File: config.mk
export PLATFORM = sky130hd
export DESIGN_NAME = feature_vector_collector_flat
export DESIGN_NICKNAME = d
export VERILOG_FILES = /design/src/rtl/feature_pkg.sv /design/src/rtl/feature_vector_collector_if.sv /design/src/rtl/feature_pingpong.sv /design/src/rtl/feature_vector_collector.sv /design/src/flat_wrapper.sv
export SDC_FILE = /design/constraint.sdc
export NUM_CORES = 1
export LEC_CHECK = 0
export CORE_UTILIZATION = 30
export DETAILED_ROUTE_END_ITERATION = 8
export MAX_ROUTING_LAYER = met4
export PLACE_DENSITY = 0.58
export SYNTH_ARGS = -nofsm -noshare
export SYNTH_HDL_FRONTEND = slang
export SYNTH_HIERARCHICAL = 1
export SYNTH_SLANG_ARGS = --single-unit
export TNS_END_PERCENT = 30
File: constraint.sdc
create_clock -name clk_in -period 3.2 [get_ports clk_in]
set_input_delay 0.32 -clock clk_in [delete_from_list [all_inputs] [get_ports clk_in]]
set_output_delay 0.32 -clock clk_in [all_outputs]
set_load 0.05 [all_outputs]
File: src/rtl/feature_pkg.sv
// rtl/feature_pkg.sv - shared MFCC feature types and constants
package feature_pkg;

  localparam int NUM_FEATURES = 16;
  localparam int DATA_WIDTH   = 16;

  typedef logic signed [DATA_WIDTH-1:0] feature_t;
  typedef feature_t [NUM_FEATURES-1:0]  feature_vec_t;

  typedef enum logic {
    WR_FILL = 1'b0,
    WR_DROP = 1'b1
  } wr_state_t;

endpackage

File: src/rtl/feature_vector_collector_if.sv
// rtl/feature_vector_collector_if.sv - serial feature stream in, parallel vector out
interface feature_vector_collector_if #(
  parameter int NUM_FEATURES = feature_pkg::NUM_FEATURES,
  parameter int DATA_WIDTH   = feature_pkg::DATA_WIDTH,
  parameter int ERR_WIDTH    = 16
);

  logic signed [DATA_WIDTH-1:0]           feature_data_in;
  logic                                   feature_valid_in;
  logic                                   feature_last_in;
  logic                                   feature_ready_out;
  logic [NUM_FEATURES-1:0][DATA_WIDTH-1:0] vector_data_out;
  logic                                   vector_valid_out;
  logic                                   vector_ready_in;
  logic                                   frame_error_out;
  logic [ERR_WIDTH-1:0]                   error_count_out;

  modport slave (
    input  feature_data_in, feature_valid_in, feature_last_in, vector_ready_in,
    output feature_ready_out, vector_data_out, vector_valid_out,
    output frame_error_out, error_count_out
  );

  modport master (
    output feature_data_in, feature_valid_in, feature_last_in, vector_ready_in,
    input  feature_ready_out, vector_data_out, vector_valid_out,
    input  frame_error_out, error_count_out
  );

endinterface

File: src/rtl/feature_pingpong.sv
// rtl/feature_pingpong.sv - two-bank vector buffer with read-side valid/ready
module feature_pingpong #(
  parameter int NUM_FEATURES = feature_pkg::NUM_FEATURES,
  parameter int DATA_WIDTH   = feature_pkg::DATA_WIDTH,
  parameter int IDX_W        = 4
) (
  input  logic                                   clk,
  input  logic                                   rst_n,
  input  logic                                   wr_en,
  input  logic [IDX_W-1:0]                       wr_idx,
  input  logic signed [DATA_WIDTH-1:0]           wr_data,
  input  logic                                   commit,
  output logic                                   wr_ready,
  output logic [NUM_FEATURES-1:0][DATA_WIDTH-1:0] rd_data,
  output logic                                   rd_valid,
  input  logic                                   rd_ready
);

  logic [1:0][NUM_FEATURES-1:0][DATA_WIDTH-1:0] bank;
  logic       wr_bank;
  logic       rd_bank;
  logic [1:0] full_cnt;
  logic       live;
  logic       consume;

  assign consume = rd_valid && rd_ready;

  // live holds ready low during reset and raises it on the first edge after release
  always_ff @(posedge clk or negedge rst_n) begin
    if (!rst_n) begin
      bank     <= '0;
      wr_bank  <= 1'b0;
      rd_bank  <= 1'b0;
      full_cnt <= 2'd0;
      live     <= 1'b0;
    end else begin
      live <= 1'b1;
      if (wr_en) begin
        bank[wr_bank][wr_idx] <= wr_data;
      end
      if (commit) begin
        wr_bank <= ~wr_bank;
      end
      if (consume) begin
        rd_bank <= ~rd_bank;
      end
      if (commit && !consume) begin
        full_cnt <= full_cnt + 2'd1;
      end else if (!commit && consume) begin
        full_cnt <= full_cnt - 2'd1;
      end
    end
  end

  assign wr_ready = live && (full_cnt != 2'd2);
  assign rd_valid = (full_cnt != 2'd0);
  assign rd_data  = bank[rd_bank];

endmodule

File: src/rtl/feature_vector_collector.sv
// rtl/feature_vector_collector.sv - frame checker and vector assembler for the MFCC stream
module feature_vector_collector #(
  parameter int NUM_FEATURES = feature_pkg::NUM_FEATURES,
  parameter int DATA_WIDTH   = feature_pkg::DATA_WIDTH,
  parameter int ERR_WIDTH    = 16
) (
  input  logic                        clk_in,
  input  logic                        rst_n_in,
  feature_vector_collector_if.slave   fv
);

  localparam int IDX_W = (NUM_FEATURES > 1) ? $clog2(NUM_FEATURES) : 1;
  localparam logic [IDX_W-1:0] LAST_IDX = IDX_W'(NUM_FEATURES - 1);

  feature_pkg::wr_state_t state;
  feature_pkg::wr_state_t state_nx;
  logic [IDX_W-1:0]       idx;
  logic [IDX_W-1:0]       idx_nx;
  logic                   ready;
  logic                   beat_ok;
  logic                   wr_en;
  logic                   commit;
  logic                   frame_bad;
  logic [ERR_WIDTH-1:0]   err_cnt;
  logic                   err_pulse;

  assign beat_ok = fv.feature_valid_in && ready;

  always_ff @(posedge clk_in or negedge rst_n_in) begin
    if (!rst_n_in) begin
      state     <= feature_pkg::WR_FILL;
      idx       <= '0;
      err_cnt   <= '0;
      err_pulse <= 1'b0;
    end else begin
      state     <= state_nx;
      idx       <= idx_nx;
      err_pulse <= frame_bad;
      if (frame_bad && (err_cnt != '1)) begin
        err_cnt <= err_cnt + ERR_WIDTH'(1);
      end
    end
  end

  // partial data of a short frame stays in the write bank and is simply overwritten
  always_comb begin
    state_nx  = state;
    idx_nx    = idx;
    wr_en     = 1'b0;
    commit    = 1'b0;
    frame_bad = 1'b0;
    case (state)
      feature_pkg::WR_FILL: begin
        if (beat_ok) begin
          wr_en = 1'b1;
          if (idx == LAST_IDX) begin
            idx_nx = '0;
            if (fv.feature_last_in) begin
              commit = 1'b1;
            end else begin
              state_nx = feature_pkg::WR_DROP;
            end
          end else if (fv.feature_last_in) begin
            idx_nx    = '0;
            frame_bad = 1'b1;
          end else begin
            idx_nx = idx + IDX_W'(1);
          end
        end
      end
      feature_pkg::WR_DROP: begin
        if (beat_ok && fv.feature_last_in) begin
          frame_bad = 1'b1;
          state_nx  = feature_pkg::WR_FILL;
        end
      end
      default: state_nx = feature_pkg::WR_FILL;
    endcase
  end

  feature_pingpong #(
    .NUM_FEATURES (NUM_FEATURES),
    .DATA_WIDTH   (DATA_WIDTH),
    .IDX_W        (IDX_W)
  ) u_pingpong (
    .clk      (clk_in),
    .rst_n    (rst_n_in),
    .wr_en    (wr_en),
    .wr_idx   (idx),
    .wr_data  (fv.feature_data_in),
    .commit   (commit),
    .wr_ready (ready),
    .rd_data  (fv.vector_data_out),
    .rd_valid (fv.vector_valid_out),
    .rd_ready (fv.vector_ready_in)
  );

  assign fv.feature_ready_out = ready;
  assign fv.frame_error_out   = err_pulse;
  assign fv.error_count_out   = err_cnt;

endmodule

File: src/flat_wrapper.sv
// flat-port wrapper written by rule: the top's interface ports become plain ports
module feature_vector_collector_flat 
#(
  parameter int NUM_FEATURES = feature_pkg::NUM_FEATURES,
  parameter int DATA_WIDTH   = feature_pkg::DATA_WIDTH,
  parameter int ERR_WIDTH    = 16
)
  (clk_in, rst_n_in, fv_feature_data_in, fv_feature_valid_in, fv_feature_last_in, fv_vector_ready_in, fv_feature_ready_out, fv_vector_data_out, fv_vector_valid_out, fv_frame_error_out, fv_error_count_out);
  feature_vector_collector_if #(.NUM_FEATURES(NUM_FEATURES), .DATA_WIDTH(DATA_WIDTH), .ERR_WIDTH(ERR_WIDTH)) fv_i ();
  input  logic clk_in;
  input  logic rst_n_in;
  input wire logic [$bits(fv_i.feature_data_in)-1:0] fv_feature_data_in;
  input wire logic [$bits(fv_i.feature_valid_in)-1:0] fv_feature_valid_in;
  input wire logic [$bits(fv_i.feature_last_in)-1:0] fv_feature_last_in;
  input wire logic [$bits(fv_i.vector_ready_in)-1:0] fv_vector_ready_in;
  output wire logic [$bits(fv_i.feature_ready_out)-1:0] fv_feature_ready_out;
  output wire logic [$bits(fv_i.vector_data_out)-1:0] fv_vector_data_out;
  output wire logic [$bits(fv_i.vector_valid_out)-1:0] fv_vector_valid_out;
  output wire logic [$bits(fv_i.frame_error_out)-1:0] fv_frame_error_out;
  output wire logic [$bits(fv_i.error_count_out)-1:0] fv_error_count_out;
  assign fv_i.feature_data_in = fv_feature_data_in;
  assign fv_i.feature_valid_in = fv_feature_valid_in;
  assign fv_i.feature_last_in = fv_feature_last_in;
  assign fv_i.vector_ready_in = fv_vector_ready_in;
  assign fv_feature_ready_out = fv_i.feature_ready_out;
  assign fv_vector_data_out = fv_i.vector_data_out;
  assign fv_vector_valid_out = fv_i.vector_valid_out;
  assign fv_frame_error_out = fv_i.frame_error_out;
  assign fv_error_count_out = fv_i.error_count_out;
  feature_vector_collector #(.NUM_FEATURES(NUM_FEATURES), .DATA_WIDTH(DATA_WIDTH), .ERR_WIDTH(ERR_WIDTH)) u_core (.clk_in(clk_in), .rst_n_in(rst_n_in), .fv(fv_i));
endmodule
==> Yosys cells after proc, flatten, opt, wreduce, memory -nomap -nowiden <==
Index checks and enable logic that the tools add are counted.
{ "word_totals": {"reg_bits": 539, "elab_cells": 95} }
{ "op_classes": {"add_sub_neg": 4, "order_cmp": 5, "eq_ne": 3, "mux": 26, "bitwise_logic": 3, "reduce_logical": 14} }
{ "ops": {"columns": ["operator", "count"], "rows": [
  ["256-bit two-way mux", 3],
  ["512-bit bitwise mux", 1],
  ["256-bit demux with 1-bit select", 1],
  ["16-bit demux with 4-bit select", 1],
  ["16-bit by 1-bit adder with 16-bit output (second input constant)", 1],
  ["16-bit two-way mux", 1],
  ["16-bit inequality test (second input constant)", 1],
  ["1-bit two-way mux", 13],
  ["1-bit logical AND", 9],
  ["4-bit two-way mux", 2],
  ["4-bit by 5-bit less-than comparator with 1-bit output (second input constant)", 1],
  ["4-bit by 1-bit adder with 4-bit output (second input constant)", 1],
  ["4-bit equality test (second input constant)", 1],
  ["4-bit by 1-bit greater-or-equal comparator with 1-bit output (second input constant)", 1],
  ["1-bit by 2-bit less-than comparator with 1-bit output (second input constant)", 2],
  ["2-bit two-way mux", 2],
  ["1-bit one-hot mux with 2 select lines", 2],
  ["2-bit nonzero test", 2],
  ["1-bit inverter", 3],
  ["2-bit by 1-bit adder with 2-bit output (second input constant)", 1],
  ["1-bit logical NOT", 2],
  ["2-bit inequality test (second input constant)", 1],
  ["2-bit AND reduction", 1],
  ["2-bit by 1-bit subtractor with 2-bit output (second input constant)", 1],
  ["1-bit greater-or-equal comparator (second input constant)", 1]
]} }

==> Depth between registers and ports, before layout <==
{ "logic_depth": {"ltp_word": 9, "mapped_depth": 9, "depth_no_buf": 8} }

==> Hierarchy <==
Netlist, hierarchy kept.
{ "modules_own_cells": {"columns": ["module", "n_inst", "cells_per_inst", "area_per_inst_um2"], "rows": [
  ["feature_pingpong", 1, 1462, 22633.0],
  ["feature_vector_collector", 1, 107, 1124.8]
]} }

==> Worst setup path before layout <==
OpenSTA, ideal clock, no wires.
{ "synth_path": {"kind": "register to register", "startpoint": "register u_core.u_pingpong.full_cnt[0]", "endpoint": "register u_core/u_pingpong/bank[149] (netlist bit)", "setup_ps": 125, "t_arrival_ps": 3595, "required_time_ps": 3075, "path_slack_ps": -519, "stages_incl_launch_ff": 9, "n_path_buf": 1, "path_cell_list": "dfrtp_1 inv_1 a21boi_0 nand3b_1 inv_1 nand4b_1 nor3_2 buf_6 mux2_2"} }
{ "synth_between": {"elab_chain_cells": 5} }
{ "synth_rtl": {"columns": ["element", "line", "text"], "rows": [
  ["start, declared", "feature_pingpong.sv:22", "logic [1:0] full_cnt;"],
  ["start signal, assigned", "feature_pingpong.sv:48", "full_cnt <= full_cnt + 2'd1;"],
  ["start signal, assigned", "feature_pingpong.sv:50", "full_cnt <= full_cnt - 2'd1;"],
  ["2-bit inequality test", "feature_pingpong.sv:55", "assign wr_ready = live && (full_cnt != 2'd2);"],
  ["1-bit logical AND", "feature_pingpong.sv:55", null],
  ["via fv_feature_ready_out", "flat_wrapper.sv:16", "output wire logic [$bits(fv_i.feature_ready_out)-1:0] fv_feature_ready_out;"],
  ["1-bit logical AND", "feature_vector_collector.sv:27", "assign beat_ok = fv.feature_valid_in && ready;"],
  ["1-bit two-way mux", "feature_vector_collector.sv:54", "if (beat_ok) begin"],
  ["1-bit two-way mux", "feature_vector_collector.sv:52", "case (state)"],
  ["via u_core.wr_en", "feature_vector_collector.sv:21", "logic wr_en;"],
  ["end signal, assigned by index", "feature_pingpong.sv:39", "bank[wr_bank][wr_idx] <= wr_data;"],
  ["end, declared", "feature_pingpong.sv:19", "logic [1:0][NUM_FEATURES-1:0][DATA_WIDTH-1:0] bank;"]
]} }
The timed path passes the listed nets, and every way through them passes these cells.
A chain may end at the register's enable or synchronous reset.

==> Worst setup path in the final report <==
{ "layout_path": {"startpoint": "register u_core.u_pingpong.rd_bank", "endpoint": "output port fv_vector_data_out[114]"} }
{ "layout_between": {"elab_chain_cells": 2} }
{ "layout_rtl": {"columns": ["element", "line", "text"], "rows": [
  ["start, declared", "feature_pingpong.sv:21", "logic rd_bank;"],
  ["start signal, assigned", "feature_pingpong.sv:45", "rd_bank <= ~rd_bank;"],
  ["256-bit two-way mux (not written as such) (2 in a row)", "feature_pingpong.sv:57", "assign rd_data = bank[rd_bank];"],
  ["end, declared", "flat_wrapper.sv:17", "output wire logic [$bits(fv_i.vector_data_out)-1:0] fv_vector_data_out;"]
]} }
Every way passes these cells. The select of a mux whose other input is x is not followed.

==> qor_table.md <==
| Stage | Item | Reported |
| --- | --- | --- |
| synth | FFs w/ async S/R, synth | 100% |
| timing | Final worst path period share | 95.6% |
| timing | Final period demand of the worst path | 3.06 ns |
| timing | RSZ-0062 raised after global routing | no |
| pwr | Net switching power | 9.43 mW |
| worst setup path | Signal arrival time at the worst endpoint | 2.74 ns |
| grt | GRT Util Overall | 16.2% |
| timing | Total count of hold-check failures in the final report | 0 |
| drt | Routed wire length per instance | 21.2 um |
| drt | First-pass iteration count of the detailed router | 4 |
| floorplan | Die boundary height | 283 um |
| grt | Largest net degree at the start of global routing | 108 |
| clocking | Insertion delay to the later sink of the worst-skew pair | 0.58 ns |
| floorplan | Total number of placement rows | 102 |
| floorplan | Die footprint | 80300 um^2 |
| synth | Top-area cell type share of the netlist area | 56.8% |
| synth | Netlist area before placement | 23800 um^2 |
| grt | Met2 GRT Util | 25.5% |
| floorplan | DIE WIDTH | 283 um |
| pwr | Net switching fraction of the power | 36.6% |
| worst setup path | Startpoint class of the critical path | flip-flop |
| drt | Avg Vias per Cell | 4.71 |
| pwr | Internal cell power | 16.3 mW |
| synth | Main synth FF type | dfrtp_1 |
| drt | Antenna Nets Post-Route | 0 |
| worst setup path | Chain of cells forming the critical path | buf_12 -> mux2_2 -> clkdlybuf4s50_1 |
| timing | Headroom to the max-slew limit | 37.2% |
| worst setup path | Max FO, Critical Path | 72 |
| job | # Max-Cap Violations | 0 |
| placement | Post-detail-place hpwl | 41.4 mm |
| grt | GR peak layer | met2 |
| synth | Register area share after synthesis | 56.8% |
| worst setup path | Required time worst endpoint | 2.88 ns |
| grt | Total overflow reported by the global router | 0 |
| grt | Antenna violations before repair | 1 |
| hold path | HP Class | in -> async |
| layout | Fraction of layout cells with a size suffix above 1 | 50.3% |
| drt | DRC Markers | 0 |
| timing | TNS Setup | 0 ns |
| placement | IO Port Bufs | 295 |
| pwr | Power density relative to cell area | 852 nW/um^2 |
| synth | Gate count of the mapped netlist | 1569 |
| clocking | Hold-fix buffer count after cts | 1 |
| timing | Slew @ Worst Pin | 0.942 ns |
| clocking | Clock edge transition at the registers on the reported setup and hold paths | 0.06 ns |
| pwr | Power share of the clock group | 28.1% |
| floorplan | Area of the core | 77800 um^2 |
| clocking | Total clock buffers created by CTS | 66 |
| synth | Number of synthesized register bits | 539 |
| synth | Mean cell area of the mapped netlist | 15.1 um^2 |
| grt | Global Route met3 Usage | 3.32% |
| drt | Via total after detailed routing | 14000 |
| placement | Placed cell areas | 28100 um^2 |
| synth | Number of flops mapped to enable cells by yosys | 0 |
| grt | Met1 track demand over resource in global routing | 21.0% |
| clocking | Cell chosen for the clock root | clkbuf_16 |
| synth | Cell types occupying the most area after synthesis | dfrtp_1 (57%), mux2_2 (36%), clkbuf_1 (0.93%), buf_2 (0.82%), buf_6 (0.57%) |
| clocking | Number of gates given a new drive strength after cts | 0 |
| clocking | Buffers inserted during post-CTS setup optimization | 0 |
| layout | Final core area utilization | 38.8% |
| timing | Final setup violation count | 0 |
| worst setup path | Number of cells on the worst reg-to-reg path | 8 |
| timing | Worst hold margin | 0.459 ns |
| floorplan | IO Pins | 296 |
| grt | Via count of the first global-routing pass | 15200 |
| synth | Count of distinct cell types in the synthesized netlist | 46 |
| drt | DRC violation total after the first TritonRoute iteration | 480 |
| layout | Layout overhead on the synthesized area | 27.1% |
| worst setup path | Worst setup path class | reg -> out |
| placement | # placed instances | 2851 |
| synth | Cell type with the largest total area after synthesis | dfrtp_1 |
| pwr | Leak Pwr | 14.3 nW |
| layout | Net count, final | 1904 |
| layout | Filler-free cell count of the finished design | 2970 |
| pwr | Relative contribution of sequential cells to total power | 34.4% |
| timing | Fmax | 327 MHz |
| worst setup path | Critical Path Slowest Stage Cell | clkdlybuf4s50_1 |
| clocking | CTS H-Tree Depth | 3 |
| grt | Global-route wire length before repair | 96.6 mm |
| worst setup path | Slowest cell delay on critical path | 0.72 ns |
| placement | Global placer's final weighted congestion | 0.759 |
| synth | Synthesized netlist net count | 1593 |
| clocking | Number of sinks on the clock net | 539 |
| layout | Final std cell area, no fill | 30200 um^2 |
| pwr | VDD IR-drop max | 593 uV |
| run status | Result of the run | complete, no violations |
| clocking | CTS tree | built |
| clocking | CTS max path bufs | 3 |
| worst setup path | Worst Setup End Kind | output pin |
| drt | Detailed-route wire length | 63.0 mm |
| timing | Number of max-slew violations in the final report | 0 |
| pwr | Combinational cell fraction of total power | 37.5% |
| synth | Synthesis Warnings | 6 |
| floorplan | Effective utilization at floorplan | 30.5% |
| timing | Worst clock skew | 0.0287 ns |
==> state kept, by name, indices dropped and copies added, names as in the netlist <==
register,count
u_core/u_pingpong/rd_bank,1
u_core/fv.frame_error_out,1
u_core/fv.error_count_out,16
u_core/u_pingpong/full_cnt,2
u_core/u_pingpong/wr_bank,1
u_core/u_pingpong/bank,512
u_core/state,1
u_core/u_pingpong/live,1
u_core/idx,4
==> per-layer routing <==
metal / part of all wire (%) / vias to the layer above
li1: - / 6235
met4: 2.4 / 0
met2: 48 / 266
met1: 46 / 7405
met5: 0 / -
met3: 4.3 / 89
==> power by group through the flow <==
stage                     registers, mW  logic [mW]  clock network, mW
after floorplan                    8.80        6.82                  0
after global placement             8.88        9.68                  0
after detailed placement           8.98        9.75                  0
after CTS                          8.87        9.80               7.51
after global routing               9.05        10.1               7.77
final                              8.86        9.65               7.23
==> path summary, 6_finish.rpt <==
| kind | start | end | slack, ns |
|---|---|---|---|
| setup / recovery | u_core/u_pingpong/rd_bank | fv_vector_data_out[114] | 0.14 |
| hold / removal | rst_n_in | u_core/u_pingpong/bank[402] | 0.46 |
| setup reg to reg | u_core/u_pingpong/full_cnt[0] | u_core/u_pingpong/bank[462] | 0.43 |
| hold reg to reg | u_core/u_pingpong/bank[213] | u_core/u_pingpong/bank[213] | 0.48 |
| min in group clk_in | fv_vector_ready_in | u_core/u_pingpong/rd_bank | 0.46 |
| max in group asynchronous | rst_n_in | u_core/u_pingpong/bank[405] | 1.83 |
==> cells by family after synthesis <==
kind of cell,count (synthesis),share of synthesized area [%]
compound gates,11,0.290
xor+xnor,16,0.590
fa+ha+maj,3,0.158
buf+inv,125,2.70
flops,539,56.8
mux,774,36.7
other cells,1,0.0158
simple gates,100,2.78
==> cell type report <==
type	instances	area [um^2]
inverter	5	18.8
clock buffer	96	1920
tap	1040	1300
sequential	539	13500
fill	7302	47700
clock inverter	20	179
timing repair buffer	363	3660
antenna	2	5.00
multi-input combinational	905	9630
==> cells in the mapped netlist (all sizes together), types with 5 or more instances <==
master / number
nor4: 7
inv: 5
clkbuf: 59
nor3: 8
dfrtp: 539
nand4: 6
buf: 61
nand3: 9
xor2: 10
nor2: 18
and3: 7
nand2: 24
mux2: 773
xnor2: 6
==> placed cells by master, fill, tap and decap left out, drive strengths merged, types with 3 or more instances in the layout <==
cell | synthesis | routed
ha | 3 | 3
inv | 5 | 9
clkinv | 0 | 13
clkbuf | 59 | 96
and3 | 7 | 7
nor3 | 8 | 8
xnor2 | 6 | 6
dfrtp | 539 | 539
nand3 | 9 | 9
nand2b | 3 | 3
mux2 | 773 | 773
nand4 | 6 | 6
xor2 | 10 | 10
o21ai | 4 | 4
and4bb | 3 | 3
clkdlybuf4s50 | 0 | 294
nor4 | 7 | 7
buf | 61 | 68
nand4b | 4 | 4
nor2 | 18 | 18
nand2 | 24 | 24
==> worst max-delay path, delay by kind of cell, from the launching register on <==
family / cells / cell delay [ns]
muxes: 1 / 0.43
DFF: 1 / 0.54
buffers and inverters: 2 / 1.09
==> metrics by stage <==
step	setup WS, ns	power [mW]
after floorplan	0.0211	15.6
after global placement	0.454	18.6
after detailed placement	0.442	18.7
after CTS	0.0824	26.2
after global routing	0.0563	26.9
final	0.140	25.7
Power figures use the tool's default switching activity.
